`src/rtl/regfile_wb_merge.sv`:
```
// Write-back merge: two buffered val/rdy streams onto the single regfile port.
// in0 has priority; in1 is force-granted after p_max_wait consecutive losses.
module regfile_wb_merge #(
    parameter int p_data_nbits  = 32,
    parameter int p_num_entries = 32,
    parameter int p_max_wait    = 4,
    parameter bit p_zero_reg_en = 1'b1,
    localparam int c_addr_nbits = $clog2(p_num_entries)
) (
    input  logic                    clk,
    input  logic                    reset,
    input  logic                    in0_val,
    output logic                    in0_rdy,
    input  logic [c_addr_nbits-1:0] in0_addr,
    input  logic [p_data_nbits-1:0] in0_data,
    input  logic                    in1_val,
    output logic                    in1_rdy,
    input  logic [c_addr_nbits-1:0] in1_addr,
    input  logic [p_data_nbits-1:0] in1_data,
    output logic                    write_en,
    output logic [c_addr_nbits-1:0] write_addr,
    output logic [p_data_nbits-1:0] write_data,
    input  logic [c_addr_nbits-1:0] query_addr,
    output logic                    query_hit
);

    localparam int c_wait_nbits = $clog2(p_max_wait + 1);
    localparam logic [c_wait_nbits-1:0] c_max_wait = c_wait_nbits'(p_max_wait);

    logic [c_addr_nbits-1:0] q_addr [2][2];
    logic [p_data_nbits-1:0] q_data [2][2];
    logic [1:0]              cnt    [2];
    logic [1:0]              wptr;
    logic [1:0]              rptr;

    logic [1:0]              in_val;
    logic [c_addr_nbits-1:0] in_addr [2];
    logic [p_data_nbits-1:0] in_data [2];
    logic [1:0]              rdy;
    logic [1:0]              push;
    logic [1:0]              pop;
    logic [1:0]              head_v;
    logic [c_addr_nbits-1:0] head_addr [2];
    logic [p_data_nbits-1:0] head_data [2];

    logic                    grant0;
    logic                    grant1;
    logic                    hit;
    logic [c_wait_nbits-1:0] wait_cnt;

    assign in_val     = {in1_val, in0_val};
    assign in_addr[0] = in0_addr;
    assign in_addr[1] = in1_addr;
    assign in_data[0] = in0_data;
    assign in_data[1] = in1_data;
    assign in0_rdy    = rdy[0];
    assign in1_rdy    = rdy[1];

    always_comb begin
        for (int s = 0; s < 2; s++) begin
            head_v[s]    = (cnt[s] != 2'd0);
            rdy[s]       = reset && (cnt[s] < 2'd2);
            push[s]      = in_val[s] && rdy[s];
            head_addr[s] = q_addr[s][rptr[s]];
            head_data[s] = q_data[s][rptr[s]];
        end
    end

    // in1 wins a contested cycle only once its wait budget is exhausted
    always_comb begin
        grant1 = head_v[1] && (!head_v[0] || wait_cnt == c_max_wait);
        grant0 = head_v[0] && !grant1;
        pop    = {grant1, grant0};
    end

    always_comb begin
        write_addr = grant1 ? head_addr[1] : head_addr[0];
        write_data = grant1 ? head_data[1] : head_data[0];
        write_en   = reset && (grant0 || grant1)
                     && !(p_zero_reg_en && write_addr == '0);
    end

    // popping entries still count; same-cycle pushes do not
    always_comb begin
        hit = 1'b0;
        for (int s = 0; s < 2; s++) begin
            for (int e = 0; e < 2; e++) begin
                if ((cnt[s] == 2'd2 || (cnt[s] == 2'd1 && rptr[s] == 1'(e)))
                    && q_addr[s][e] == query_addr) begin
                    hit = 1'b1;
                end
            end
        end
        query_hit = reset && hit && !(p_zero_reg_en && query_addr == '0);
    end

    always_ff @(posedge clk) begin
        if (!reset) begin
            for (int s = 0; s < 2; s++) begin
                cnt[s] <= 2'd0;
            end
            wptr <= 2'b00;
            rptr <= 2'b00;
        end else begin
            for (int s = 0; s < 2; s++) begin
                if (push[s]) begin
                    q_addr[s][wptr[s]] <= in_addr[s];
                    q_data[s][wptr[s]] <= in_data[s];
                    wptr[s]            <= ~wptr[s];
                end
                if (pop[s]) begin
                    rptr[s] <= ~rptr[s];
                end
                case ({push[s], pop[s]})
                    2'b10:   cnt[s] <= cnt[s] + 2'd1;
                    2'b01:   cnt[s] <= cnt[s] - 2'd1;
                    default: cnt[s] <= cnt[s];
                endcase
            end
        end
    end

    always_ff @(posedge clk) begin
        if (!reset) begin
            wait_cnt <= '0;
        end else if (grant1 || !head_v[1]) begin
            wait_cnt <= '0;
        end else if (wait_cnt != c_max_wait) begin
            wait_cnt <= wait_cnt + 1'b1;
        end
    end

    always_ff @(posedge clk) begin
        if (reset) begin
            assert (!$isunknown(in0_val));
            assert (!$isunknown(in1_val));
            if (in0_val) begin
                assert (!$isunknown(in0_addr) && int'(in0_addr) < p_num_entries);
            end
            if (in1_val) begin
                assert (!$isunknown(in1_addr) && int'(in1_addr) < p_num_entries);
            end
            if (write_en) begin
                assert (int'(write_addr) < p_num_entries);
            end
        end
    end

endmodule

```
`config.mk`:
```
export PLATFORM = sky130hd
export DESIGN_NAME = regfile_wb_merge
export DESIGN_NICKNAME = d
export VERILOG_FILES = /design/src/rtl/regfile_wb_merge.sv
export SDC_FILE = /design/constraint.sdc
export NUM_CORES = 1
export LEC_CHECK = 0
export CAP_MARGIN = 40
export CORE_MARGIN = 1
export CORE_UTILIZATION = 52
export DETAILED_ROUTE_END_ITERATION = 7
export GPL_TIMING_DRIVEN = 0
export PLACE_DENSITY_LB_ADDON = 0.08
export SYNTH_ARGS = -nofsm -noshare
export SYNTH_HDL_FRONTEND = slang
export SYNTH_SLANG_ARGS = --single-unit
```
`constraint.sdc`:
```
create_clock -name clk -period 3.1 [get_ports clk]
set_input_delay 0.31 -clock clk [delete_from_list [all_inputs] [get_ports clk]]
set_output_delay 0.31 -clock clk [all_outputs]
set_load 0.03 [all_outputs]
```
### Yosys cells after proc, flatten, opt, wreduce, memory -nomap -nowiden

Memories as Yosys holds them, arrays and structs flattened.
Index checks and enable logic that the tools add are counted.

* order comparisons: 8
* eq/ne operators: 14
* $add $sub $neg: 5
* bitwise logic cells: 15
* reduce and logical (&&, ||, !) cells: 39
* mux-type cells: 59

Operator list (count)
* $mux W32: 9
* $mux W64: 2
* $demux W32 S1: 2
* $mux W5: 9
* $mux W1: 27
* $eq A5 B5 Y1: 4
* $logic_and A1 B1 Y1: 20
* $mux W10: 2
* $mux W2: 6
* $demux W5 S1: 2
* $logic_not A5 Y1: 2
* $eq A2 B1 Y1 const B: 4
* $eq A2 B2 Y1 const B: 4
* $ge A2 B2 Y1 const B: 4
* $not A1 Y2: 4
* $logic_or A1 B1 Y1: 7
* $or A1 B1 Y1: 6
* $reduce_or A2 Y1: 3
* $logic_not A1 Y1: 5
* $not A1 Y1: 5
* $add A2 B1 Y2 const B: 2
* $lt A2 B1 Y1 const B: 2
* $lt A2 B2 Y1 const B: 2
* $reduce_bool A2 Y1: 2
* other kinds (4): 5

* output and inout port bits: 41
* bits in writable memories: 152
* memories kept: 3
* register bits: 7
* bits of input ports: 83
* logic and storage cells: 148

Memories
* q_data: depth 2, width 64, read ports 2, clocked after Yosys merged registers in 0, write ports 2, line 31 `logic [p_data_nbits-1:0] q_data [2][2];`
* q_addr: depth 2, width 10, read ports 2, clocked after Yosys merged registers in 0, write ports 2, line 30 `logic [c_addr_nbits-1:0] q_addr [2][2];`
* cnt: depth 2, width 2, read ports 2, clocked after Yosys merged registers in 0, write ports 2, line 32 `logic [1:0] cnt [2];`

### Depth between registers and ports, before layout

* word-level depth: 13
* mapped depth: 12
* mapped depth without buffers: 10

### Worst setup path after synthesis

OpenSTA, ideal clock, no wires.

* path kind: reg-to-reg
* start: memory cnt[1][1]
* end: memory q_addr[0][15] in the netlist's numbering, enable pin
* period minus slack after synthesis: 3.170 ns
* arrival time: 2.737 ns
* library setup time: 0.433 ns
* path slack: -0.070 ns
* cell stages (with the launch flop): 4
* required time: 2.667 ns
* path buffers: 0
* path through: edfxtp_1 nor2b_1 nand2_1 nor2_1

RTL lines (line)
* start: declaration: 32
* end: declaration: 30

### Final worst setup path

* start: register wait_cnt[0]
* end: output write_data[26]

* longest elaborated chain between the ends: 4

Ends and longest elaborated chain
* start: declaration: line 49 `logic [c_wait_nbits-1:0] wait_cnt;`
* start signal: assignment: line 129 `wait_cnt <= wait_cnt + 1'b1;`
* $eq A3 B3 Y1: line 71 `grant1 = head_v[1] && (!head_v[0] || wait_cnt == c_max_wait);`
* $logic_or A1 B1 Y1: line 71
* $logic_and A1 B1 Y1: line 71
* $mux W32: line 78 `write_data = grant1 ? head_data[1] : head_data[0];`
* end: declaration: line 22 `output logic [p_data_nbits-1:0] write_data,`

No other way between the ends.

==> reports/metrics.cfg <==
[logic_synthesis]
postSynthNetCount = 539
ys_seq_area_frac = 0.6985
yosysWarnings = 0
synth_area_mm2 = 0.006735
syn_area_per_cell_um2 = 15.17
synth_cells = 444
ys_types = 38
synth-seq-cells = 159

[power]
ir_worst_vdd_mv = 0.5794
p_per_area_mw_per_mm2 = 871.2
p_leak_nw = 3.149

[floorplanning]
core_mm2 = 0.01262
die_width_um = 115.8
die_area_mm2 = 0.01341
rows = 41
die_h_um = 115.8
io_pins = 124
start_util = 0.5337

[place]
place_hpwl_um = 9679
port_buffers = 118
place_area_mm2 = 0.008229
routabilityCongestion = 0.8514
pre_cts_ws_ns = 0.2536

[cells_and_area]
final_net_count = 680
final_common_cell = edfxtp_1
area_growth_pct = 31.08
n_antenna_cell = 0
layout-drive-gt1-share = 0.1154
layout_common_cells = edfxtp_1, clkdlybuf4s50_1, mux2i_1
design_area_mm2 = 0.008828
nFillCells = 887

[timing]
finalClockSkew_ns = 0.006387
maxSlewHeadroom = 0.6095
finalCriticalPeriod_ns = 3.015
whs_ns = 0.4686
finalMaxSlewViolations = 0
clock.fmax_mhz = 331.7
setup_viol = 0
worst_pin_slew_ns = 0.5843
period_share = 0.9726
setup_ws_ns = 0.08493
rsz0062_at_grt = no
hold_viol = 0

[clocking]
clock_latency_ns = 0.42
cts_setup_buffers = 0
cts.reportedPaths.clkPinSlew_ns = 0.06
hold_buffers = 0
cts_sinks = 159
numCtsBuffers = 17
clockRootBuffer = clkbuf_16
cts_tree = yes
clock_path_buffers = 2
htree_levels = 4

[run_status]
status = complete, no violations

[critical_path]
cp_slowest_stage_delay_ns = 0.69
cp_slowest_cell = clkdlybuf4s50_1
crit_required_ns = 2.79
cp-end-kind = primary output
worst-setup-path-type = reg2out
crit_family = buffers and inverters
path_buf_inv = 4
cp.arrival_ns = 2.71
cp-start-kind = flip-flop
crit_chain = inv_1 -> ha_1 -> a21oi_2 -> nor2_4 -> buf_2 -> buf_4 -> a21oi_1 -> clkdlybuf4s50_1
crit_fanout = 10

[route]
vias = 4087
post_drt_wl_per_cell_um = 18.36
dr.pass1.iters = 4
viasPerCell = 5.308
routed_wl_um = 14140
drc = 0
drt-initial-drc-count = 183
antenna_left = 0

[worst_hold_path]
hp-class = in2reg

[flow_run]
drv_cap = 0

[global_route]
grt_pass1_wl_um = 21360
grt_pass1_vias = 4127
grt_antenna_before_repair = 0
gr-total-overflow = 0
grt_use_total = 0.2230
grt_start_max_net_pins = 25

-- metrics by stage --
step	util	power, mW	TNS [ns]	cells
floorplan	-	4.599	0	444
global placement	0.6448	5.746	-26.79	734
detailed placement	0.6521	5.816	0	738
CTS	0.6960	7.771	0	770
global route	0.6996	8.046	0	770
finish	0.6996	7.691	0	770
-- path summary, 6_finish.rpt --
path / startpoint / to / slack (ns) / cells past startpoint
worst max-delay path: wait_cnt[0]$_SDFFE_PP0N_ / write_data[26] / 0.08 / 8
worst max register to register: cnt[0][0]$_SDFFCE_PN0P_ / cnt[1][1]$_DFFE_PP_ / 0.26 / 12
worst min register to register: wait_cnt[0]$_SDFFE_PP0N_ / wait_cnt[0]$_SDFFE_PP0N_ / 0.47 / 1
worst min-delay path: in1_data[24] / q_data[0][88]$_DFFE_PP_ / 0.47 / 1
-- cell families after synthesis --
| family | after synthesis | synth area share |
|---|---|---|
| multiplexers | 43 | 0.06483 |
| AO/OA/AOI/OAI | 88 | 0.08341 |
| adder cells (fa/ha/maj) | 12 | 0.02229 |
| AND/OR/NAND/NOR | 80 | 0.07096 |
| flip-flops | 159 | 0.6985 |
| buffers and inverters | 39 | 0.03010 |
| XOR/XNOR | 23 | 0.02991 |
-- metal layers --
metal  up-vias  wire length (um)  GRT usage
li1       1963                 -          -
met1      1976              5997     0.2797
met2       129              7041     0.3742
met3        19               831    0.05073
met4         0               264    0.09402
met5         -                 0          0
-- worst reg2reg max path: cells and delay by family, from the launching register on --
family	cells	cell delay, ns
flip-flops	1	0.41
buffers and inverters	4	0.68
AO/OA/AOI/OAI	2	0.15
AND/OR/NAND/NOR	4	0.96
adder cells (fa/ha/maj)	2	0.41
-- synthesized netlist by cell type (all sizes together) --
| cell | n | area (um^2) |
|---|---|---|
| or4 | 4 | 33.78 |
| clkbuf | 6 | 26.28 |
| nor3 | 1 | 10.01 |
| xnor2 | 16 | 140.1 |
| nor4 | 4 | 25.02 |
| a211oi | 34 | 255.2 |
| nand3b | 1 | 7.510 |
| nand3 | 3 | 15.01 |
| a311o | 1 | 10.01 |
| and2 | 5 | 31.28 |
| o21ai | 11 | 55.05 |
| o311ai | 1 | 16.27 |
| ha | 12 | 150.1 |
| o22a | 1 | 8.760 |
| and3 | 2 | 12.51 |
| nand2 | 10 | 37.54 |
| dfxtp | 7 | 140.1 |
| a31oi | 1 | 6.260 |
| a21oi | 36 | 183.9 |
| inv | 12 | 45.04 |
| nor2 | 10 | 45.04 |
| mux2 | 5 | 56.30 |
| and2b | 6 | 45.04 |
| o21bai | 1 | 11.26 |
| nand4 | 2 | 12.51 |
| buf | 21 | 131.4 |
| nor2b | 31 | 193.9 |
| edfxtp | 152 | 4564 |
| mux2i | 38 | 380.4 |
| o21a | 2 | 15.01 |
| or3b | 1 | 8.760 |
| xor2 | 7 | 61.31 |
-- state kept, by name (all words and copies together), names as in the netlist --
signal	count
cnt	4
wptr	2
rptr	2
wait_cnt	3
q_addr	20
q_data	128
-- cell type report --
type,count,area [um^2],share of cell area
timing repair buffer,122,1305,0.1478
inverter,12,45.04,0.005102
tap,172,215.2,0.02438
clock inverter,12,118.9,0.01346
buffer,27,157.7,0.01786
multi-input combinational,246,1846,0.2090
sequential,159,4705,0.5329
clock buffer,20,436.7,0.04946
-- power breakdown --
group          switching [mW]  total (mW)  leakage [nW]  internal [mW]
registers              0.0668        2.63          1.45           2.56
clock network           0.793        1.97         0.275           1.17
logic                    1.86        3.10          1.43           1.24
-- what timing repair did --
| action | 4_1_cts | 5_1_grt |
|---|---|---|
| setup endpoints to repair | 1 | 18 |
| endpoints found under the hold margin | 0 | 0 |
| gates resized for setup | 1 | 18 |
(Power assumes the default switching activity.)
